===== src/rtl/elevator_ctrl_pkg.sv =====
// elevator_ctrl_pkg: shared types and codes for the elevator controller.
//   - state_e       : controller FSM states
//   - ENG_*         : engine command codes
//   - DOOR_*        : door command codes
//   - SD_*          : door-limit sensor codes
//   - *_DEF         : default floor count and door dwell time
package elevator_ctrl_pkg;

  localparam int BUTTONS_WIDTH_DEF = 8;
  localparam int DOOR_WAIT_DEF     = 10;
  localparam int LVL_W             = 3;

  typedef enum logic [2:0] {
    IDLE      = 3'd0,
    MOVE_UP   = 3'd1,
    MOVE_DOWN = 3'd2,
    STOPPING  = 3'd3,
    OPENING   = 3'd4,
    DWELL     = 3'd5,
    CLOSING   = 3'd6
  } state_e;

  localparam logic [1:0] ENG_STOP   = 2'b00;
  localparam logic [1:0] ENG_UP     = 2'b01;
  localparam logic [1:0] ENG_DOWN   = 2'b10;

  localparam logic [1:0] DOOR_HOLD  = 2'b00;
  localparam logic [1:0] DOOR_OPEN  = 2'b01;
  localparam logic [1:0] DOOR_CLOSE = 2'b10;

  localparam logic [1:0] SD_TRANSIT = 2'b00;
  localparam logic [1:0] SD_OPEN    = 2'b01;
  localparam logic [1:0] SD_CLOSED  = 2'b10;

endpackage


===== src/rtl/elevator_req_reg.sv =====
// elevator_req_reg: per-floor call latch.
//   clk, rst      : clock, asynchronous active-high reset
//   set_i         : OR of all call buttons this cycle (one bit per floor)
//   clr_i         : floors served this cycle
//   level_i       : current floor
//   pending_o     : latched calls
//   any_above_o   : a latched call lies above level_i
//   any_below_o   : a latched call lies below level_i
module elevator_req_reg
  import elevator_ctrl_pkg::*;
#(
  parameter int BUTTONS_WIDTH = BUTTONS_WIDTH_DEF
) (
  input  logic                     clk,
  input  logic                     rst,
  input  logic [BUTTONS_WIDTH-1:0] set_i,
  input  logic [BUTTONS_WIDTH-1:0] clr_i,
  input  logic [LVL_W-1:0]         level_i,
  output logic [BUTTONS_WIDTH-1:0] pending_o,
  output logic                     any_above_o,
  output logic                     any_below_o
);

  logic [BUTTONS_WIDTH-1:0] pending_q;
  logic [BUTTONS_WIDTH-1:0] pending_d;

  // A press landing in the same cycle as a clear survives.
  assign pending_d = (pending_q & ~clr_i) | set_i;

  always_ff @(posedge clk or posedge rst) begin
    if (rst) begin
      pending_q <= '0;
    end else begin
      pending_q <= pending_d;
    end
  end

  always_comb begin
    any_above_o = 1'b0;
    any_below_o = 1'b0;
    for (int f = 0; f < BUTTONS_WIDTH; f++) begin
      if (pending_q[f] && (f > int'(level_i))) any_above_o = 1'b1;
      if (pending_q[f] && (f < int'(level_i))) any_below_o = 1'b1;
    end
  end

  assign pending_o = pending_q;

endmodule


===== src/rtl/elevator_ctrl.sv =====
// elevator_ctrl: single-car SCAN elevator controller.
//   clk, reset                 : clock, asynchronous active-high reset
//   open_btn, close_btn        : cabin door requests (level)
//   overload                   : cabin overweight, blocks door closing
//   sensor_up, sensor_down     : one-cycle floor-passage pulses
//   sensor_inside              : door-gap obstruction
//   sensor_door                : door limit (00 transit, 01 open, 10 closed)
//   btn_in/btn_up_out/btn_down_out : call buttons, one bit per floor
//   engine, door               : registered actuator commands
//   direction, level_display   : registered scan direction and floor
//   dbg_state                  : current FSM state
module elevator_ctrl
  import elevator_ctrl_pkg::*;
#(
  parameter int BUTTONS_WIDTH = BUTTONS_WIDTH_DEF,
  parameter int DOOR_WAIT     = DOOR_WAIT_DEF
) (
  input  logic                     clk,
  input  logic                     reset,
  input  logic                     open_btn,
  input  logic                     close_btn,
  input  logic                     overload,
  input  logic                     sensor_up,
  input  logic                     sensor_down,
  input  logic                     sensor_inside,
  input  logic [1:0]               sensor_door,
  input  logic [BUTTONS_WIDTH-1:0] btn_in,
  input  logic [BUTTONS_WIDTH-1:0] btn_up_out,
  input  logic [BUTTONS_WIDTH-1:0] btn_down_out,
  output logic [1:0]               engine,
  output logic [1:0]               door,
  output logic                     direction,
  output logic [LVL_W-1:0]         level_display,
  output state_e                   dbg_state
);

  localparam int               TMR_W    = $clog2(DOOR_WAIT + 1);
  localparam logic [TMR_W-1:0] TMR_LOAD = TMR_W'(DOOR_WAIT);
  localparam logic [LVL_W-1:0] TOP_LVL  = LVL_W'(BUTTONS_WIDTH - 1);

  state_e                   state_q, state_d;
  logic [LVL_W-1:0]         level_q, level_d;
  logic                     dir_q, dir_d;
  logic [TMR_W-1:0]         timer_q, timer_d, timer_dec;
  logic [1:0]               engine_q, engine_d;
  logic [1:0]               door_q, door_d;

  logic [BUTTONS_WIDTH-1:0] set_req, clr_vec, pending, req_now;
  logic                     any_above, any_below, at_cur, clr_cur;
  logic [LVL_W-1:0]         lvl_up, lvl_dn;

  assign set_req = btn_in | btn_up_out | btn_down_out;
  // Arrival check also sees a press made on the very cycle of arrival.
  assign req_now = pending | set_req;
  assign at_cur  = pending[level_q];
  assign lvl_up  = level_q + LVL_W'(1);
  assign lvl_dn  = level_q - LVL_W'(1);

  always_comb begin
    clr_vec          = '0;
    clr_vec[level_q] = clr_cur;
  end

  elevator_req_reg #(
    .BUTTONS_WIDTH(BUTTONS_WIDTH)
  ) u_req (
    .clk        (clk),
    .rst        (reset),
    .set_i      (set_req),
    .clr_i      (clr_vec),
    .level_i    (level_q),
    .pending_o  (pending),
    .any_above_o(any_above),
    .any_below_o(any_below)
  );

  always_ff @(posedge clk or posedge reset) begin
    if (reset) begin
      state_q  <= IDLE;
      level_q  <= '0;
      dir_q    <= 1'b1;
      timer_q  <= '0;
      engine_q <= ENG_STOP;
      door_q   <= DOOR_HOLD;
    end else begin
      state_q  <= state_d;
      level_q  <= level_d;
      dir_q    <= dir_d;
      timer_q  <= timer_d;
      engine_q <= engine_d;
      door_q   <= door_d;
    end
  end

  always_comb begin
    state_d   = state_q;
    level_d   = level_q;
    dir_d     = dir_q;
    timer_d   = timer_q;
    clr_cur   = 1'b0;
    timer_dec = (timer_q == '0) ? '0 : timer_q - TMR_W'(1);
    case (state_q)
      IDLE: begin
        if (at_cur) begin
          state_d = OPENING;
          clr_cur = 1'b1;
        end else if (dir_q && any_above) begin
          state_d = MOVE_UP;
        end else if (!dir_q && any_below) begin
          state_d = MOVE_DOWN;
        end else if (any_above) begin
          state_d = MOVE_UP;
          dir_d   = 1'b1;
        end else if (any_below) begin
          state_d = MOVE_DOWN;
          dir_d   = 1'b0;
        end
      end
      MOVE_UP: begin
        if (sensor_up && (level_q != TOP_LVL)) begin
          level_d = lvl_up;
          if (req_now[lvl_up]) state_d = STOPPING;
        end
      end
      MOVE_DOWN: begin
        if (sensor_down && (level_q != '0)) begin
          level_d = lvl_dn;
          if (req_now[lvl_dn]) state_d = STOPPING;
        end
      end
      STOPPING: begin
        clr_cur = 1'b1;
        state_d = OPENING;
      end
      OPENING: begin
        // Serves a call for this floor made while the door is opening.
        clr_cur = 1'b1;
        if (sensor_door == SD_OPEN) begin
          state_d = DWELL;
          timer_d = TMR_LOAD;
        end
      end
      DWELL: begin
        if (close_btn && !overload) begin
          state_d = CLOSING;
        end else if (open_btn || at_cur) begin
          timer_d = TMR_LOAD;
          clr_cur = 1'b1;
        end else begin
          // Timer parks at zero while overloaded; closing resumes once it drops.
          timer_d = timer_dec;
          if ((timer_dec == '0) && !overload) state_d = CLOSING;
        end
      end
      CLOSING: begin
        if (sensor_inside || open_btn || overload || at_cur) begin
          state_d = OPENING;
        end else if (sensor_door == SD_CLOSED) begin
          state_d = IDLE;
        end
      end
      default: state_d = IDLE;
    endcase
  end

  // Engine runs only while the car stays in a move state and the door is shut,
  // so it drops to stop on the arrival cycle and starts a cycle after entry.
  always_comb begin
    engine_d = ENG_STOP;
    if (sensor_door == SD_CLOSED) begin
      if ((state_q == MOVE_UP) && (state_d == MOVE_UP)) begin
        engine_d = ENG_UP;
      end else if ((state_q == MOVE_DOWN) && (state_d == MOVE_DOWN)) begin
        engine_d = ENG_DOWN;
      end
    end
  end

  always_comb begin
    case (state_d)
      OPENING: door_d = DOOR_OPEN;
      CLOSING: door_d = DOOR_CLOSE;
      default: door_d = DOOR_HOLD;
    endcase
  end

  assign engine        = engine_q;
  assign door          = door_q;
  assign direction     = dir_q;
  assign level_display = level_q;
  assign dbg_state     = state_q;

endmodule


===== config.mk =====
export PLATFORM = sky130hd
export DESIGN_NAME = elevator_ctrl
export DESIGN_NICKNAME = d
export VERILOG_FILES = /design/src/rtl/elevator_ctrl_pkg.sv /design/src/rtl/elevator_req_reg.sv /design/src/rtl/elevator_ctrl.sv
export SDC_FILE = /design/constraint.sdc
export NUM_CORES = 1
export LEC_CHECK = 0
export CAP_MARGIN = 15
export CORE_ASPECT_RATIO = 0.7
export CORE_MARGIN = 10
export CORE_UTILIZATION = 48
export CTS_CLUSTER_DIAMETER = 80
export DETAILED_ROUTE_END_ITERATION = 6
export PLACE_DENSITY = 0.91
export SLEW_MARGIN = 20
export SYNTH_ARGS = -nofsm -noshare
export SYNTH_HDL_FRONTEND = slang
export SYNTH_HIERARCHICAL = 1
export SYNTH_SLANG_ARGS = --single-unit

===== constraint.sdc =====
create_clock -name clk -period 3.1 [get_ports clk]
set_clock_uncertainty 0.1 [all_clocks]
set_input_delay 0.93 -clock clk [delete_from_list [all_inputs] [get_ports clk]]
set_output_delay 0.93 -clock clk [all_outputs]
set_load 0.01 [all_outputs]

==> results.py, run 1 <==
metrics = {
    "yosys": {
        "synth.distinct_cells": 53,
        "syn_area_per_cell_um2": 8.61,
        "ys_seq_area_share_pct": 34.9,
        "syn_inst": 192,
        "async_flop_share_pct": 100,
        "synth_nets": 230,
        "synth_warnings": 6,
        "ys_seq_elements": 23,
        "synth_flop_cell": "dfrtp_1",
        "netlist_area_um2": 1650,
        "synth_edf_count": 0,
    },
    "route": {
        "post_drt_via_cell_ratio": 5.99,
        "drtIter0Drc": 248,
        "wire_per_inst_um": 17.0,
        "ant_nets": 0,
        "route.detailed.drc": 0,
        "wl_um": 4920,
        "via_count": 1731,
        "drtPass1Iterations": 5,
    },
    "timing": {
        "fin_crit_ns": 2.95,
        "worst-slew-pin-transition_ns": 0.552,
        "setup_tns_ns": 0,
        "holdWs_ns": 0.409,
        "fmax_mhz": 339,
        "relSlewSlack_pct": 62.2,
        "min_period_over_period_pct": 95.3,
        "hold_viol_final": 0,
        "slew_violations": 0,
        "setup_viol": 0,
        "rsz0062_at_grt": "no",
    },
    "setup_path": {
        "r2r_slack_ns": 0.40,
        "rr_endpoint": "door[0]",
        "critPathSlowestCell": "clkdlybuf4s50_1",
        "regToRegStartpoint": "level_display[0]",
        "setup.worst_path.end": "engine[1]",
        "rr_worst_depth": 7,
        "cp_top_family": "simple AND/OR/NAND/NOR gates",
        "crit_buf_inv": 1,
        "crit_start": "btn_up_out[0]",
        "cp.required_ns": 3.17,
        "cp_cell_sequence": "clkdlybuf4s50_1 -> or3_1 -> o32ai_1 -> and3_1 -> a2111oi_0 -> a2111o_1 -> nor3_1",
        "cpPeakStageDelay_ns": 0.39,
        "startpoint_type": "input pin",
        "end_kind": "flop",
        "crit_arrival_ns": 3.02,
        "worst-setup-path-type": "input pin to flop",
        "crit_fanout": 3,
        "crit_cells": 7,
    },
    "grt": {
        "grt_usage_pct": 15.4,
        "grt_first_pass_wirelength_um": 8190,
        "first_global_vias": 1678,
        "grt_max_degree": 20,
        "grt-ovfl-total": 0,
        "antenna_found_initial": 0,
    },
    "power": {
        "power.density_nw_per_um2": 714,
        "peakVddDrop_mv": 0.619,
        "p_leak_nw": 0.872,
        "finalPower_mw": 1.60,
    },
    "layout": {
        "seq_area_um2": 577,
        "multi_input_comb_area_um2": 982,
        "fillers": 276,
        "drive_gt1_share_pct": 10.7,
        "insertedDiodeCount": 0,
        "num-nets-final": 281,
        "final_cells": 289,
        "final_util_pct": 69.2,
        "area_delta_synth_final_pct": 35.3,
    },
    "worst_hold_path": {
        "hp-class": "flop to flop",
    },
    "run": {
        "maxCapViolations": 0,
    },
    "placed_design": {
        "hpwl_um": 3850,
        "io_buffer_count": 44,
        "dp_cells": 285,
        "gp_congestion": 0.899,
    },
    "floorplan": {
        "die_w_um": 90.1,
        "die_h_um": 69.1,
        "die_area_um2": 6230,
        "ios": 45,
        "fp-row-count": 17,
        "initial_core_util_pct": 51.1,
        "core_um2": 3230,
    },
    "clock_network": {
        "cts.htree.levels": 1,
        "cts.path.max_buffers": 2,
        "cts_tree": "built",
        "cts_setup_buffers": 0,
        "post_cts_resized": 0,
        "clkSinkCount": 23,
        "ctsHoldBuffers": 0,
        "clkSlewWorstSetupHoldPaths_ns": 0.09,
        "root_buffer": "clkbuf_8",
        "cts_inserted_buffers": 3,
        "clk_latency_ns": 0.27,
    },
    "outcome": {
        "status": "complete, no violations",
    },
}
-- cells by family (layout without fill, tap and decap cells) --
family / after synthesis / count (layout) / share of synthesized area (%)
AND/OR/NAND/NOR: 82 / 82 / 28.0
AO/OA/AOI/OAI: 50 / 50 / 22.6
buffers and inverters: 24 / 74 / 5.68
flip-flops: 23 / 23 / 34.9
multiplexers: 6 / 6 / 4.16
adder cells (fa/ha/maj): 4 / 4 / 3.03
XOR/XNOR: 3 / 3 / 1.59
-- power breakdown --
group	leakage [nW]	switching [mW]	internal [mW]
logic	0.594	0.491	0.430
registers	0.253	0.117	0.365
clock network	0.0255	0.103	0.0899
-- how the worst min path moves through the flow --
stage / startpoint / end / cells after the start
3_5_place_dp: direction / direction / 2
6_report: direction / direction / 2
3_3_place_gp: direction / direction / 2
5_1_grt: direction / direction / 2
2_1_floorplan: direction / direction / 2
4_1_cts: direction / direction / 2
-- sequential cells by signal, indices dropped and copies added (netlist names) --
signal	cells
direction	1
door	2
timer_q	4
engine	2
level_display	3
u_req/pending_o	8
dbg_state	3
-- worst register-to-register path, delay by kind of cell (launching register included) --
kind | cells | cell delay [ns]
AOI/OAI and AO/OA | 2 | 0.65
and+or+nand+nor | 3 | 0.82
muxes | 1 | 0.37
DFF | 1 | 0.47
buffers and inverters | 1 | 0.19
-- Yosys cell counts (2+ instances only) --
| master | instances | area, µm² |
|---|---|---|
| mux2_2 | 3 | 33.8 |
| o211ai_1 | 2 | 15.0 |
| o31ai_1 | 3 | 22.5 |
| a21o_1 | 8 | 60.1 |
| xnor2_1 | 2 | 17.5 |
| ha_1 | 4 | 50.1 |
| nand2_1 | 10 | 37.5 |
| or2_2 | 3 | 18.8 |
| a21oi_1 | 6 | 30.0 |
| nor2_1 | 15 | 56.3 |
| nor4_1 | 2 | 12.5 |
| inv_1 | 17 | 63.8 |
| nand2b_1 | 12 | 75.1 |
| o22ai_1 | 2 | 12.5 |
| a221o_1 | 2 | 20.0 |
| o21ai_0 | 7 | 35.0 |
| or3_1 | 10 | 62.6 |
| a211oi_1 | 3 | 22.5 |
| clkbuf_1 | 6 | 22.5 |
| nand3b_1 | 3 | 22.5 |
| dfrtp_1 | 22 | 551 |
| mux2i_1 | 2 | 20.0 |
| nor3_1 | 12 | 60.1 |
| o32a_1 | 3 | 30.0 |
| nor2b_1 | 2 | 12.5 |
| nand3_1 | 4 | 20.0 |
-- routing by layer --
| layer | global-route usage, % | share of wire, % | routed length, µm | vias up |
|---|---|---|---|---|
| met3 | 4.96 | 11 | 543 | 14 |
| li1 | - | - | - | 797 |
| met5 | 0 | 0 | 0 | - |
| met4 | 3.48 | 1.5 | 75 | 0 |
| met2 | 24.7 | 48 | 2340 | 102 |
| met1 | 19.6 | 40 | 1960 | 818 |
-- per-stage QoR --
stage	area [µm²]	setup slack (ns)
2_1_floorplan	1650	0.371
3_3_place_gp	2190	-0.00431
3_5_place_dp	2190	-0.0716
4_1_cts	2240	0.192
5_1_grt	2240	0.0471
6_report	2240	0.146
-- layout make-up --
class / instances / area share [%]
multi-input cells: 145 / 43.9
clock inverters: 1 / 0.224
repair buffers: 53 / 22.7
inverters: 17 / 2.85
clock buffers: 3 / 1.85
flip-flops and latches: 23 / 25.8
well taps: 47 / 2.63
-- layout by cell type, fill, tap and decap left out, types with 3 or more instances in the layout --
cell,instances
mux2_2,3
or3_1,10
o32a_1,3
nand2_1,10
ha_1,4
o31ai_1,3
clkdlybuf4s50_1,44
nor3_1,12
a211oi_1,3
clkbuf_8,3
inv_1,17
buf_4,9
dfrtp_1,22
a21o_1,8
nor2_1,15
nand3_1,4
a21oi_1,6
o21ai_0,7
nand2b_1,12
or2_2,3
nand3b_1,3
Power figures use the tool's default switching activity.
==> run 2, diff against run 1 <==
- CORE_UTILIZATION: 48 -> 50
- CTS_BUF_LIST: default -> sky130_fd_sc_hd__clkbuf_4 sky130_fd_sc_hd__clkbuf_8
- PLACE_DENSITY: 0.91 -> 0.93
==> run 2 against run 1 <==
Compared with the run above:
- design area decreased by 1.4%
- largest power group unchanged
- wire length decreased by 3.8%
- via count decreased by 4.3%
- critical path depth unchanged
- die area decreased by 3.0%
- global-route usage increased by 0.14 points
- power decreased by 1.6%
- worst hold slack got worse by 0.018 ns
- first-iteration DRC count decreased by 17%
- combinational power decreased by 3.6%
- highest routed layer unchanged
==> results.py, run 2 (same netlist as run 1, synthesis figures left out) <==
metrics = {
    "worst_hold_path": {
        "hp-class": "flop to flop",
        "whs_path_depth": 2,
        "min_from": "direction",
        "whs_endpoint": "direction",
    },
    "run": {
        "maxCapViolations": 0,
    },
    "clock_network": {
        "cts_setup_buffers": 0,
        "cts.htree.levels": 1,
        "clk_latency_ns": 0.27,
        "clkSlewWorstSetupHoldPaths_ns": 0.09,
        "cts_inserted_buffers": 3,
        "cts_tree": "built",
        "ctsHoldBuffers": 0,
        "cts.path.max_buffers": 2,
        "post_cts_resized": 0,
        "root_buffer": "clkbuf_8",
        "clkSinkCount": 23,
    },
    "floorplan": {
        "die_h_um": 68.1,
        "core_um2": 3170,
        "die_area_um2": 6040,
        "ios": 45,
        "initial_core_util_pct": 52.2,
        "fp-row-count": 17,
        "die_w_um": 88.7,
    },
    "layout": {
        "area_delta_synth_final_pct": 33.4,
        "fillers": 231,
        "layout_common_cells": "clkdlybuf4s50_1, dfrtp_1, inv_1, nor2_1",
        "num-nets-final": 278,
        "drive_gt1_share_pct": 9.62,
        "final_cells": 277,
        "layout_commonest_cell": "clkdlybuf4s50_1",
        "insertedDiodeCount": 0,
        "largest_reg_flops": 8,
    },
    "grt": {
        "grt_max_degree": 21,
        "grt_first_pass_wirelength_um": 7330,
        "grt-ovfl-total": 0,
        "first_global_vias": 1469,
        "grt_usage_pct": 15.5,
        "antenna_found_initial": 0,
    },
    "timing": {
        "setup_viol": 0,
        "rsz0062_at_grt": "no",
        "holdWs_ns": 0.390,
        "hold_viol_final": 0,
        "relSlewSlack_pct": 50.7,
        "slew_violations": 0,
        "min_period_over_period_pct": 94.3,
        "worst-slew-pin-transition_ns": 0.734,
        "fmax_mhz": 342,
        "fin_crit_ns": 2.92,
        "postLayoutSetupSlackWorst_ns": 0.175,
    },
    "setup_path": {
        "crit_buf_inv": 1,
        "crit_fanout": 3,
        "worst-setup-path-type": "input pin to flop",
        "end_kind": "flop",
        "regToRegStartpoint": "level_display[0]",
        "cp_top_family": "simple AND/OR/NAND/NOR gates",
        "cp.required_ns": 3.17,
        "rr_worst_depth": 6,
        "r2r_slack_ns": 0.34,
        "rr_endpoint": "door[0]",
        "critPathSlowestCell": "clkdlybuf4s50_1",
        "cpPeakStageDelay_ns": 0.39,
        "cp_cell_sequence": "clkdlybuf4s50_1 -> or3_1 -> o32ai_1 -> and3_1 -> a2111oi_0 -> a2111o_1 -> nor3_1",
        "crit_arrival_ns": 2.99,
        "startpoint_type": "input pin",
    },
    "power": {
        "power_switching_uw": 701,
        "p_int_uw": 870,
        "swShare_pct": 44.6,
        "pwr-share-clk_pct": 12.5,
        "pwr-share-comb_pct": 56.6,
        "finalPower_mw": 1.57,
        "power.density_nw_per_um2": 712,
        "p_leak_nw": 0.853,
        "seqPwrFrac_pct": 30.9,
        "peakVddDrop_mv": 0.363,
    },
    "route": {
        "route.detailed.drc": 0,
        "drtPass1Iterations": 5,
        "wire_per_inst_um": 17.1,
        "wl_um": 4730,
        "ant_nets": 0,
        "via_count": 1657,
        "post_drt_via_cell_ratio": 5.98,
        "drtIter0Drc": 206,
    },
    "placed_design": {
        "dp_cells": 273,
        "hpwl_um": 3720,
        "gp_congestion": 0.879,
        "io_buffer_count": 44,
        "pre_cts_slack_ns": -0.0850,
    },
    "outcome": {
        "status": "complete, no violations",
    },
}
[run 2: changes by cell type in the layout (fill, tap and decap cells not counted)]
cell / before / now
clkinvlp_4: 0 / 1
buf_4: 9 / 6
clkinv_2: 1 / 0
[run 2: tightest hold or removal path, stage by stage, from the launching register on]
cell	delay, ns
dfstp_2	0.39
o31ai_1	0.06
nand2_1	0.05
[run 2: worst max-delay path by stage]
| stage | slack, ns | startpoint | to | depth (start not counted) |
|---|---|---|---|---|
| after floorplan | 0.37 | level_display[0] | door[0] | 6 |
| after global routing | 0.05 | btn_up_out[0] | engine[1] | 7 |
| after detailed placement | -0.09 | btn_up_out[0] | engine[1] | 7 |
| final | 0.18 | btn_up_out[0] | engine[1] | 7 |
| after global placement | -0.002 | btn_up_out[7] | engine[1] | 7 |
| after CTS | 0.17 | btn_up_out[0] | engine[1] | 7 |
[run 2: cell type report]
cell class,count,area [µm²],area share (%)
tap,38,47.5,2.16
timing repair buffer,50,485,22.0
clock buffer,3,41.3,1.87
sequential,23,577,26.2
multi-input combinational,145,982,44.6
inverter,17,63.8,2.89
clock inverter,1,7.51,0.341
[run 2: per-layer routing]
layer	track usage [%]	part of all wire (%)	vias up
met2	23.4	47	82
met3	4.03	9.1	8
li1	-	-	797
met5	0	0	-
met1	21.4	43	770
met4	4.42	1.5	0
[run 2: power groups by stage]
stage          Combinational (mW)  Sequential (mW)  Clock (mW)
2_1_floorplan               0.592            0.467           0
3_3_place_gp                0.845            0.484           0
3_5_place_dp                0.869            0.487           0
4_1_cts                     0.879            0.483       0.202
5_1_grt                     0.980            0.503       0.215
6_report                    0.889            0.485       0.197
[run 2: per-stage QoR]
| stage | area, µm² | setup TNS (ns) | utilization [%] |
|---|---|---|---|
| 2_1_floorplan | 1650 | 0 | - |
| 3_3_place_gp | 2160 | -0.00208 | 68.0 |
| 3_5_place_dp | 2160 | -0.0950 | 68.0 |
| 4_1_cts | 2200 | 0 | 69.6 |
| 5_1_grt | 2200 | 0 | 69.6 |
| 6_report | 2200 | 0 | 69.6 |
